--- src/rtl/load_unit.sv ---
// Memory-stage load unit: issues one bus read per load and returns the
// lane-extracted, sign/zero-extended 64-bit result.
package load_pkg;
    typedef enum logic [1:0] {
        MSIZE1 = 2'd0,
        MSIZE2 = 2'd1,
        MSIZE4 = 2'd2,
        MSIZE8 = 2'd3
    } msize_t;
endpackage

module load_unit
    import load_pkg::*;
(
    input  logic        clk,
    input  logic        reset,
    input  logic        start,
    input  logic [63:0] addr,
    input  msize_t      msize,
    input  logic        is_unsigned,
    input  logic        flush,
    output logic        busy,
    output logic        done,
    output logic [63:0] rd,
    output logic        error,
    output logic        dreq_valid,
    output logic [63:0] dreq_addr,
    output msize_t      dreq_size,
    input  logic        dresp_addr_ok,
    input  logic        dresp_data_ok,
    input  logic [63:0] dresp_data
);

    localparam logic [1:0] S_IDLE = 2'd0;
    localparam logic [1:0] S_WAIT = 2'd1;
    localparam logic [1:0] S_DONE = 2'd2;

    logic [1:0]  state_q, state_d;
    logic [63:0] addr_q, addr_d;
    msize_t      size_q, size_d;
    logic        uns_q, uns_d;
    logic        flush_q, flush_d;
    logic [63:0] rd_q, rd_d;
    logic        err_q, err_d;

    logic        misaligned;
    logic [63:0] shifted;
    logic [63:0] extended;

    // Address acceptance carries no information the data phase needs.
    logic unused_addr_ok;
    assign unused_addr_ok = dresp_addr_ok;

    always_comb begin
        misaligned = 1'b0;
        unique case (msize)
            MSIZE1: misaligned = 1'b0;
            MSIZE2: misaligned = addr[0];
            MSIZE4: misaligned = |addr[1:0];
            MSIZE8: misaligned = |addr[2:0];
            default: misaligned = 1'b0;
        endcase
    end

    // Doubleword loads are always aligned here, so the shift is zero.
    assign shifted = dresp_data >> {addr_q[2:0], 3'b000};

    always_comb begin
        extended = shifted;
        unique case (size_q)
            MSIZE1: extended = uns_q ? {56'd0, shifted[7:0]}
                                     : {{56{shifted[7]}}, shifted[7:0]};
            MSIZE2: extended = uns_q ? {48'd0, shifted[15:0]}
                                     : {{48{shifted[15]}}, shifted[15:0]};
            MSIZE4: extended = uns_q ? {32'd0, shifted[31:0]}
                                     : {{32{shifted[31]}}, shifted[31:0]};
            MSIZE8: extended = shifted;
            default: extended = shifted;
        endcase
    end

    always_comb begin
        state_d = state_q;
        addr_d  = addr_q;
        size_d  = size_q;
        uns_d   = uns_q;
        flush_d = flush_q;
        rd_d    = rd_q;
        err_d   = err_q;
        unique case (state_q)
            S_IDLE: begin
                if (start) begin
                    addr_d  = addr;
                    size_d  = msize;
                    uns_d   = is_unsigned;
                    flush_d = 1'b0;
                    rd_d    = 64'd0;
                    err_d   = misaligned;
                    state_d = misaligned ? S_DONE : S_WAIT;
                end
            end
            S_WAIT: begin
                if (flush) begin
                    flush_d = 1'b1;
                end
                if (dresp_data_ok) begin
                    flush_d = 1'b0;
                    if (flush_q || flush) begin
                        state_d = S_IDLE;
                    end else begin
                        rd_d    = extended;
                        state_d = S_DONE;
                    end
                end
            end
            S_DONE: begin
                state_d = S_IDLE;
            end
            default: begin
                state_d = S_IDLE;
            end
        endcase
    end

    always_ff @(posedge clk) begin
        if (reset) begin
            state_q <= S_IDLE;
            addr_q  <= 64'd0;
            size_q  <= MSIZE1;
            uns_q   <= 1'b0;
            flush_q <= 1'b0;
            rd_q    <= 64'd0;
            err_q   <= 1'b0;
        end else begin
            state_q <= state_d;
            addr_q  <= addr_d;
            size_q  <= size_d;
            uns_q   <= uns_d;
            flush_q <= flush_d;
            rd_q    <= rd_d;
            err_q   <= err_d;
        end
    end

    logic in_done;
    assign in_done    = (state_q == S_DONE);
    assign busy       = (state_q != S_IDLE);
    assign done       = in_done && !flush;
    assign rd         = in_done ? rd_q : 64'd0;
    assign error      = in_done && err_q;
    assign dreq_valid = (state_q == S_WAIT);
    assign dreq_addr  = addr_q;
    assign dreq_size  = size_q;

endmodule

--- config.mk ---
export PLATFORM = sky130hd
export DESIGN_NAME = load_unit
export DESIGN_NICKNAME = d
export VERILOG_FILES = /design/src/rtl/load_unit.sv
export SDC_FILE = /design/constraint.sdc
export NUM_CORES = 1
export LEC_CHECK = 0
export ABC_AREA = 1
export CAP_MARGIN = 20
export CORE_UTILIZATION = 38
export DETAILED_ROUTE_END_ITERATION = 10
export PLACE_DENSITY_LB_ADDON = 0.25
export RECOVER_POWER = 25
export SYNTH_ARGS = -nofsm -noshare
export SYNTH_HDL_FRONTEND = slang
export SYNTH_SLANG_ARGS = --single-unit
--- constraint.sdc ---
create_clock -name clk -period 2.7 [get_ports clk]
set_clock_uncertainty 0.15 [all_clocks]
set_input_delay 0.81 -clock clk [delete_from_list [all_inputs] [get_ports clk]]
set_output_delay 0.81 -clock clk [all_outputs]
set_load 0.005 [all_outputs]
==> results of run 1 <==
[cells in the final DEF, fill, tap and decap left out, types with 2 or more instances in the layout]
master / Yosys / routed
a21oi_1: 48 / 48
nand3_1: 183 / 183
buf_4: 0 / 11
clkbuf_16: 0 / 17
dfxtp_1: 135 / 132
nor2_2: 2 / 7
nor2_1: 208 / 202
nand2_2: 41 / 42
inv_8: 0 / 3
nand2_1: 341 / 339
dlymetal6s2s_1: 0 / 30
clkinv_1: 2 / 3
inv_2: 2 / 2
a21oi_2: 40 / 40
diode_2: 0 / 4
dfxtp_2: 0 / 3
buf_12: 5 / 11
nor3_1: 2 / 2
buf_16: 0 / 2
clkdlybuf4s50_1: 0 / 205
inv_6: 0 / 4
clkinv_8: 0 / 6
clkinv_4: 0 / 2
dlygate4sd2_1: 0 / 33
o211ai_1: 4 / 4
o21ai_0: 79 / 79
inv_1: 105 / 103
[area by class of cell]
cell class / instances / area [um2]
clock inverter: 15 / 184
multi-input combinational: 953 / 4360
sequential: 135 / 2710
timing repair buffer: 296 / 3100
clock buffer: 17 / 425
fill: 1995 / 8760
inverter: 109 / 412
antenna: 4 / 10.0
tap: 270 / 338
[metal layers]
layer  wire [um]  part of all wire [%]
met3        2220                   8.1
met4         882                   3.2
met2       13100                    48
met1       11300                    41
met5           0                     0
[how the worst max path moves through the flow]
stage,endpoint,slack (ps),cells after the start
2_1_floorplan,rd_q[54],490,8
3_3_place_gp,done,-100,3
3_5_place_dp,done,-100,3
4_1_cts,rd[2],-30,5
5_1_grt,rd[36],-50,5
6_report,rd[34],10,5
[Yosys cell counts]
master,count,share of area (%)
nor3_4,1,0.21
buf_1,8,0.38
nand2_2,41,3.2
a21oi_1,48,3.0
nand3_2,1,0.13
or2_4,1,0.11
dfxtp_1,135,34
a211oi_1,1,0.095
inv_1,105,5.0
inv_2,2,0.095
clkbuf_2,1,0.063
nand2_1,341,16
nand3_1,183,12
buf_2,20,1.3
clkbuf_1,64,3.0
nor2_1,208,9.9
o211ai_1,4,0.38
nor3_1,2,0.13
clkinv_1,2,0.095
nor2_2,2,0.16
or2_1,1,0.079
a21oi_2,40,4.4
buf_12,5,1.3
o21ai_0,79,5.0
[kinds of logic (layout without fill, tap and decap cells)]
group                  count (synthesis)  count (layout)
AND/OR/NAND/NOR                      781             781
buffers and inverters                207             437
AO/OA/AOI/OAI                        172             172
flip-flops                           135             135
other                                  0               4
[flip-flops by register name, summed over array words and instances, names as in the netlist]
name and cells:
dreq_addr 64, rd_q 64, dreq_size 2, state_q 2, err_q 1, flush_q 1
uns_q 1
[metrics by stage]
step | setup WS (ps) | std cells | util, % | hold slack [ps]
finish | 12.2 | 1799 | 56.8 | 312
detailed placement | -99.3 | 1758 | 53.1 | 306
global route | -46.2 | 1799 | 56.8 | 328
global placement | -101 | 1758 | 53.1 | 302
CTS | -27.0 | 1795 | 56.5 | 318
floorplan | 490 | 1295 | - | 291
[power by group through the flow]
stage | Clock, W | Combinational [W] | Sequential, W
floorplan | 0 | 0.000876 | 0.00221
CTS | 0.00239 | 0.00161 | 0.00218
detailed placement | 0 | 0.00157 | 0.00222
global placement | 0 | 0.00157 | 0.00222
global route | 0.00249 | 0.00177 | 0.00220
finish | 0.00236 | 0.00161 | 0.00218
[critical path: stages (launching register included)]
cell and delay, ps:
dfxtp_2 350, inv_4 90, nand2_8 70, buf_12 160, nor2_1 110, clkdlybuf4s50_1 510
[timing repair]
| item | in CTS | in global routing |
|---|---|---|
| hold buffers | 0 | 0 |
| setup buffers | 3 | 0 |
| cloned | 2 | 0 |
| endpoints found under the setup margin | 64 | 34 |
| gates resized for setup | 44 | 35 |
| pin swaps | 0 | 0 |
==> metrics.md, run 1 <==
| Metric | Value |
|---|---|
| Status | `finished clean` |
| Routed WL per cell | `15.3 um` |
| Post-Synthesis Cells | `1295` |
| R2R Setup Slk | `320 ps` |
| Internal | `0.00406 W` |
| Reg2reg end | `rd_q[45]` |
| Ys Warns | `0` |
| Seq/Total Area, Yosys | `34.2%` |
| Fraction of layout cells with a size suffix above 1 | `10.5%` |
| WHS Path Cells | `2` |
| P_leak | `5.29 nW` |
| GR peak layer | `met2` |
| Drc violations | `0` |
| Die H | `146 um` |
| Crit. End Element | `output port` |
| Post-Synthesis Cell Area | `7910 um2` |
| Initial Utilization | `39.0%` |
| Antenna violations before repair | `4` |
| Critical Path RT | `1740 ps` |
| Final hold vios | `0` |
| Reg2reg start | `dreq_addr[2]` |
| Final Cell Area | `11500 um2` |
| Worst Hold Launch | `rd_q[0]` |
| DR vias/cell | `4.98` |
| Clk pin slew, worst setup/hold paths | `70 ps` |
| Unrepaired setup endpoints after global routing | `true` |
| CP Data Arrival Time | `1730 ps` |
| Post-Route Setup TNS | `0 ps` |
| Startpoint type of the worst setup path | `flip-flop` |
| Net count reported at finish | `1649` |
| Worst reg-to-reg path cell count | `9` |
| GRT Overall Usage | `25.4%` |
| Root Buffer | `clkbuf_16` |
| Clk sink count | `135` |
| Setup violations, final | `0` |
| Final HPWL DP | `19200 um` |
| Core ar. | `20300 um2` |
| Total clock buffers created by CTS | `17` |
| Final Max Tran Viols | `0` |
| M2 GR Usage | `42.3%` |
| Initial DRC count | `716` |
| Hold crit path type | `reg2reg` |
| IO Port Bufs | `269` |
| DR pass1 iterations | `8` |
| Total power | `0.00615 W` |
| Setup crit start | `state_q[0]` |
| Max IR drop VDD | `0.000479 V` |
| Clk pwr share | `38.4%` |
| First-pass GRT wire length | `43300 um` |
| Post-synthesis xor/xnor area fraction | `0%` |
| Post-synthesis cell type count | `24` |
| Via count | `8951` |
| Power per cell area | `533 nW/um2` |
| Post-synthesis mux area share | `0%` |
| I/O pin count | `271` |
| Part of the power in registers | `35.5%` |
| Gpl congestion | `0.903` |
| Cell Area, Placed | `10800 um2` |
| CP max FO | `29` |
| CTS tree | `yes` |
| Gate power share | `26.1%` |
| Adder-cell share of the synthesized area | `0%` |
| Net switching power | `0.00209 W` |
| Final period demand of the worst path | `2690 ps` |
| Routed wire length | `27500 um` |
| Synthesized flop and latch total | `135` |
| Detail Route Antenna Nets | `0` |
| Met3 Use GR | `5.72%` |
| Clock Path Buffers | `2` |
| Vias in the first global route | `8264` |
| Post-synthesis compound-gate area fraction | `12.9%` |
| Row Count | `52` |
| Synth Net Count | `1432` |
| Number of H-tree levels | `4` |
| Die width | `146 um` |
| Largest net degree at the start of global routing | `74` |
| Gr ovfl total | `0` |
| Post-synthesis simple-gate area fraction | `41.7%` |
| WS Path Type | `reg2out` |
| Area Overhead vs Synth | `45.9%` |
| Worst hold path endpoint | `rd_q[0]` |
| Mean post-synth cell area | `6.11 um2` |
| Die area | `21400 um2` |
| Fin crit share | `99.5%` |
| Max Fclk | `372 MHz` |
| Max transition margin | `27.1%` |
| Clk Latency, worst-skew pair | `430 ps` |
| GR Util met1 | `31.4%` |
| Max-cap violations | `0` |
| Worst Max-Slew Pin Slew | `1090 ps` |
| Sw frac | `34.0%` |
| Largest family of logic cells by synthesized area | `simple AND/OR/NAND/NOR gates` |
(Power assumes the default switching activity.)
==> run 2: changes to the inputs <==
Settings changed: PLACE_DENSITY from default to 0.69, PLACE_DENSITY_LB_ADDON 0.25 to default.
Clock period 2.7 ns to 3.01 ns, I/O delays scaled along.
==> run 2 against run 1 <==
Hold slack better by 2.9 ps. Worst setup slack better by 88 ps. Sequential cell count unchanged. Die area unchanged. Sequential power down 11%. Cell area down 1.7%. Clock power down 7%. Combinational power down 12%. Non-clock buffer count down 2. Total power down 9.5%. Critical path type unchanged. Sequential share of layout area up 0.39 points.
==> metrics.md, run 2 (synthesis gave the netlist of run 1 again) <==
| Metric | Value |
|---|---|
| GRT Overall Usage | `26.1%` |
| CTS tree | `yes` |
| First-pass GRT wire length | `44400 um` |
| CP max FO | `36` |
| Fraction of layout cells with a size suffix above 1 | `9.85%` |
| WS Path Type | `reg2out` |
| Most frequent cells in the layout | `nand2_1, clkdlybuf4s50_1, nor2_1, nand3_1, dfxtp_1` |
| Hold Buf Count CTS | `0` |
| Sw frac | `32.5%` |
| Initial Utilization | `39.0%` |
| Via count | `8952` |
| R2R Setup Slk | `610 ps` |
| Net count reported at finish | `1647` |
| Reg2reg start | `dreq_addr[2]` |
| Fin crit share | `96.7%` |
| Final Max Tran Viols | `0` |
| DR pass1 iterations | `6` |
| WHS Path Cells | `2` |
| Unrepaired setup endpoints after global routing | `false` |
| Critical path's largest stage delay | `530 ps` |
| Drc violations | `0` |
| Clk pin slew, worst setup/hold paths | `70 ps` |
| Fill count | `2037` |
| P_leak | `4.52 nW` |
| Gpl congestion | `0.852` |
| Post-Place Cells | `1759` |
| Detail Route Antenna Nets | `0` |
| Max-cap violations | `0` |
| Reg2reg end | `rd_q[38]` |
| Die H | `146 um` |
| Max transition margin | `26.9%` |
| Final HPWL DP | `19200 um` |
| Gate power share | `25.4%` |
| Startpoint type of the worst setup path | `flip-flop` |
| Status | `finished clean` |
| Root Buffer | `clkbuf_16` |
| Worst hold path endpoint | `rd_q[7]` |
| Cell Count, Final, Fillers Out | `1796` |
| Row Count | `52` |
| Clock Path Buffers | `2` |
| Worst Max-Slew Pin Slew | `1100 ps` |
| Crit. End Element | `output port` |
| Internal | `0.00375 W` |
| Worst Hold Launch | `rd_q[7]` |
| Die width | `146 um` |
| Power per cell area | `491 nW/um2` |
| Final hold vios | `0` |
| Clk pwr share | `39.5%` |
| Hold crit path type | `reg2reg` |
| Vias in the first global route | `8456` |
| Final period demand of the worst path | `2910 ps` |
| Critical-path top delay cell | `clkdlybuf4s50_1` |
| Routed wire length | `27500 um` |
| Worst-path cell chain | `inv_2 -> nand2_4 -> buf_12 -> nor2_1 -> clkdlybuf4s50_1` |
| Die area | `21400 um2` |
| Storage element area | `2710 um2` |
| IO Port Bufs | `269` |
| Post-Route Setup TNS | `0 ps` |
| Net switching power | `0.00181 W` |
| Worst reg-to-reg path cell count | `9` |
| Gr ovfl total | `0` |
| Initial DRC count | `771` |
| Commonest non-fill, non-tap cell in the layout | `nand2_1` |
| Number of H-tree levels | `4` |
| Critical Path RT | `1960 ps` |
| Area Overhead vs Synth | `43.4%` |
| Antenna violations before repair | `2` |
| Max Fclk | `344 MHz` |
| Final hold slack | `315 ps` |
| CP Data Arrival Time | `1860 ps` |
| Delay-heaviest family, CP | `buffers and inverters` |
| I/O pin count | `271` |
| DR vias/cell | `4.98` |
| Clk sink count | `135` |
| Area of the multi-input gates | `4330 um2` |
| Max IR drop VDD | `0.000395 V` |
| Largest net degree at the start of global routing | `74` |
| Part of the power in registers | `35.1%` |
| Setup violations, final | `0` |
| Clk Latency, worst-skew pair | `430 ps` |
| Core ar. | `20300 um2` |
| Worst path bufs/invs | `3` |
| Total power | `0.00557 W` |
| Total clock buffers created by CTS | `17` |
| Routed WL per cell | `15.3 um` |
run 2: cell count changes in the layout (fill, tap and decap cells not counted), moves of 2 or more:
cell             previous run  this run
buf_12                     11         6
nor2_1                    202       209
clkinv_8                    6         1
dlymetal6s2s_1             30         0
dlygate4sd2_1              33         1
bufinv_16                   0         2
inv_6                       4         6
buf_16                      2         0
clkdlybuf4s50_1           205       266
nor2_2                      7         1
buf_4                      11        17
run 2: metal layers:
metal	global-route usage, %	vias to the layer above	routed length (um)
met3	6.88	57	2420
met5	0	-	0
met2	41.7	397	12900
met4	11.3	0	861
met1	33.0	3982	11300
li1	-	4516	-
run 2: how the worst max path moves through the flow:
| stage | start | endpoint | slack (ps) | cells after the start |
|---|---|---|---|---|
| CTS | state_q[1] | rd[31] | 10 | 4 |
| finish | state_q[0] | rd[31] | 100 | 5 |
| global placement | flush | done | 20 | 3 |
| global route | state_q[0] | rd[31] | 6 | 5 |
| floorplan | flush | rd_q[54] | 710 | 8 |
| detailed placement | flush | done | -20 | 3 |
run 2: stage by stage:
step,cell area [um2],util [%],setup slack (ps)
2_1_floorplan,7910,-,707
3_3_place_gp,10700,52.9,16.2
3_5_place_dp,10700,52.9,-18.9
4_1_cts,11400,55.9,15.0
5_1_grt,11300,55.9,5.85
6_report,11300,55.9,100
run 2: what timing repair did:
action | in CTS | in global routing
resized for setup | 2 | 1
gates cloned | 0 | 0
setup buffers | 0 | 2
pin swaps | 0 | 1
setup endpoints to repair | 59 | 45
run 2: cell type report:
class	instances	share of cell area, %
clock buffer	17	3.75
timing repair buffer	294	26.0
multi-input combinational	953	38.2
clock inverter	15	1.62
inverter	109	3.61
tap	270	2.98
sequential	135	23.8
antenna	3	0.0662
run 2: power by group through the flow:
stage                     Sequential (W)  Clock [W]  Combinational, W
after floorplan                  0.00199          0          0.000785
after global placement           0.00199          0           0.00141
after detailed placement         0.00199          0           0.00141
after CTS                        0.00195    0.00222           0.00142
after global routing             0.00197    0.00231           0.00157
final                            0.00195    0.00220           0.00141
run 2: worst min-delay path, delay by kind of cell (launching register included):
| kind | cells | cell delay [ps] |
|---|---|---|
| DFF | 1 | 310 |
| AOI/OAI and AO/OA | 1 | 50 |
| and+or+nand+nor | 1 | 60 |
==> run 3: changes to the inputs <==
Settings changed: CORE_MARGIN from default to 8, SETUP_SLACK_MARGIN from default to 0.4.
==> run 3 against run 2 <==
Hold slack barely moved. Critical path depth rose by 4. Via count rose by 0.37%. Combinational power barely moved. Global-route usage fell by 3.7 points. Die area rose by 20%. Final cell count rose by 0.45%. Fmax rose by 9.1%. Sequential share of layout area fell by 0.40 points. Clock power fell by 3%. First-iteration DRC count fell by 11%. Total power fell by 0.56%. Critical path type is now in2reg.
==> metrics.md, run 3 (synthesis gave the netlist of run 1 again) <==
| Metric | Value |
|---|---|
| Detail Route Antenna Nets | `0` |
| Root Buffer | `clkbuf_16` |
| Initial Utilization | `39.0%` |
| Max transition margin | `45.8%` |
| Startpoint type of the worst setup path | `input port` |
| Fill count | `2058` |
| Die H | `160 um` |
| Routed WL per cell | `16.3 um` |
| Clock Path Buffers | `2` |
| Die width | `160 um` |
| IO Port Bufs | `269` |
| Post-Route Setup TNS | `0 ps` |
| Initial DRC count | `690` |
| Cell Count, Final, Fillers Out | `1804` |
| Fraction of layout cells with a size suffix above 1 | `10.9%` |
| Commonest non-fill, non-tap cell in the layout | `nand2_1` |
| Cell Area, Placed | `10800 um2` |
| Number of H-tree levels | `4` |
| Storage element area | `2710 um2` |
| Worst Max-Slew Pin Slew | `812 ps` |
| CP max FO | `64` |
| DR pass1 iterations | `5` |
| Worst Hold Launch | `rd_q[6]` |
| Final hold vios | `0` |
| Worst path bufs/invs | `4` |
| Delay-heaviest family, CP | `buffers and inverters` |
| Reg2reg start | `dreq_addr[2]` |
| Unrepaired setup endpoints after global routing | `true` |
| Hold Buf Count CTS | `0` |
| Crit. End Element | `flip-flop` |
| Row Count | `52` |
| Clk sink count | `135` |
| Final Cell Area | `11600 um2` |
| Worst-path cell chain | `dlygate4sd3_1 -> inv_1 -> nor2_1 -> clkinv_1 -> o21ai_0 -> nand2_2 -> clkbuf_4 -> nand2_1 -> a21oi_2` |
| Area Overhead vs Synth | `46.2%` |
| Max Fclk | `375 MHz` |
| Critical Path RT | `3210 ps` |
| Net count reported at finish | `1655` |
| Status | `finished clean` |
| WS Path Type | `in2reg` |
| Total clock buffers created by CTS | `17` |
| First-pass GRT wire length | `46700 um` |
| CP Data Arrival Time | `2870 ps` |
| Setup WS post-layout | `343 ps` |
| DR vias/cell | `4.98` |
| Final HPWL DP | `21100 um` |
| Pre-CTS setup slack | `1.65 ps` |
| Max-cap violations | `0` |
| Vias in the first global route | `8690` |
| Hold crit path type | `reg2reg` |
| Critical path's largest stage delay | `590 ps` |
| Post-Place Cells | `1762` |
| Via count | `8985` |
| Clk pin slew, worst setup/hold paths | `60 ps` |
| Routed wire length | `29400 um` |
| Fin crit share | `88.6%` |
| Area of the multi-input gates | `4350 um2` |
| I/O pin count | `271` |
| Critical-path top delay cell | `clkbuf_4` |
| Die area | `25700 um2` |
| Max IR drop VDD | `0.000485 V` |
| CTS tree | `yes` |
| Gpl congestion | `0.869` |
| Core ar. | `20300 um2` |
| Clk Latency, worst-skew pair | `420 ps` |
| Largest net degree at the start of global routing | `74` |
| P_leak | `5.22 nW` |
| Antenna violations before repair | `3` |
| Setup violations, final | `0` |
| Final Max Tran Viols | `0` |
| Gr ovfl total | `0` |
| GRT Overall Usage | `22.4%` |
| Final hold slack | `314 ps` |
| Setup crit start | `start` |
| Final period demand of the worst path | `2670 ps` |
| Power per cell area | `479 nW/um2` |
| Most frequent cells in the layout | `nand2_1, nor2_1, clkdlybuf4s50_1, nand3_1, dfxtp_1` |
| Drc violations | `0` |
[run 3: cell count changes in the layout (fill, tap and decap cells not counted), sizes merged]
cell           before  now
clkdlybuf4s50     266  198
dlygate4sd2         1   27
dlymetal6s2s        0   26
clkdlybuf4s15       0   13
buf                24   33
clkbuf             19   21
bufinv              2    1
clkinv              6    7
[run 3: power breakdown]
| group | switching (W) | total, W | internal [W] |
|---|---|---|---|
| sequential | 0.0000626 | 0.00195 | 0.00189 |
| combinational | 0.000826 | 0.00144 | 0.000617 |
| clock | 0.000945 | 0.00214 | 0.00119 |
[run 3: layout make-up]
class	count	area share, %
diodes	3	0.0650
well taps	270	2.92
flip-flops and latches	135	23.4
clock inverters	15	1.55
clock buffers	17	3.68
multi-input cells	953	37.7
inverters	109	3.56
repair buffers	302	27.1
[run 3: timing repair]
item | in CTS | in global routing
endpoints found under the hold margin | 0 | 0
gates cloned | 2 | 1
setup endpoints to repair | 68 | 44
gates resized for setup | 72 | 32
pin swaps | 1 | 1
setup buffers | 4 | 0
[run 3: per-stage QoR]
| step | total power [W] | utilization (%) |
|---|---|---|
| CTS | 0.00558 | 56.6 |
| finish | 0.00553 | 56.9 |
| detailed placement | 0.00341 | 53.3 |
| global placement | 0.00341 | 53.3 |
| floorplan | 0.00277 | - |
| global route | 0.00582 | 56.9 |
[run 3: path summary, 6_finish.rpt]
check,endpoint,slack [ps],cells after the start
setup / recovery,rd_q[27],340,9
hold / removal,rd_q[6],310,2
hold reg to reg,rd_q[6],310,2
setup reg to reg,rd_q[37],640,9
[run 3: layer usage]
metal	track usage, %	wire length [um]	vias to the layer above
met3	8.82	3040	39
met2	36.6	13800	363
met1	25.8	11800	4052
li1	-	-	4531
met4	9.01	767	0
met5	0	0	-
[run 3: worst register-to-register path, cell delays in order, from the launching register on]
cell and delay [ps]:
dfxtp_2 440, clkinv_1 130, nand3_2 220, clkinv_1 560
nand3_1 390, nand2_1 90, inv_1 70, nand3_1 70
nand2_1 70, a21oi_1 50
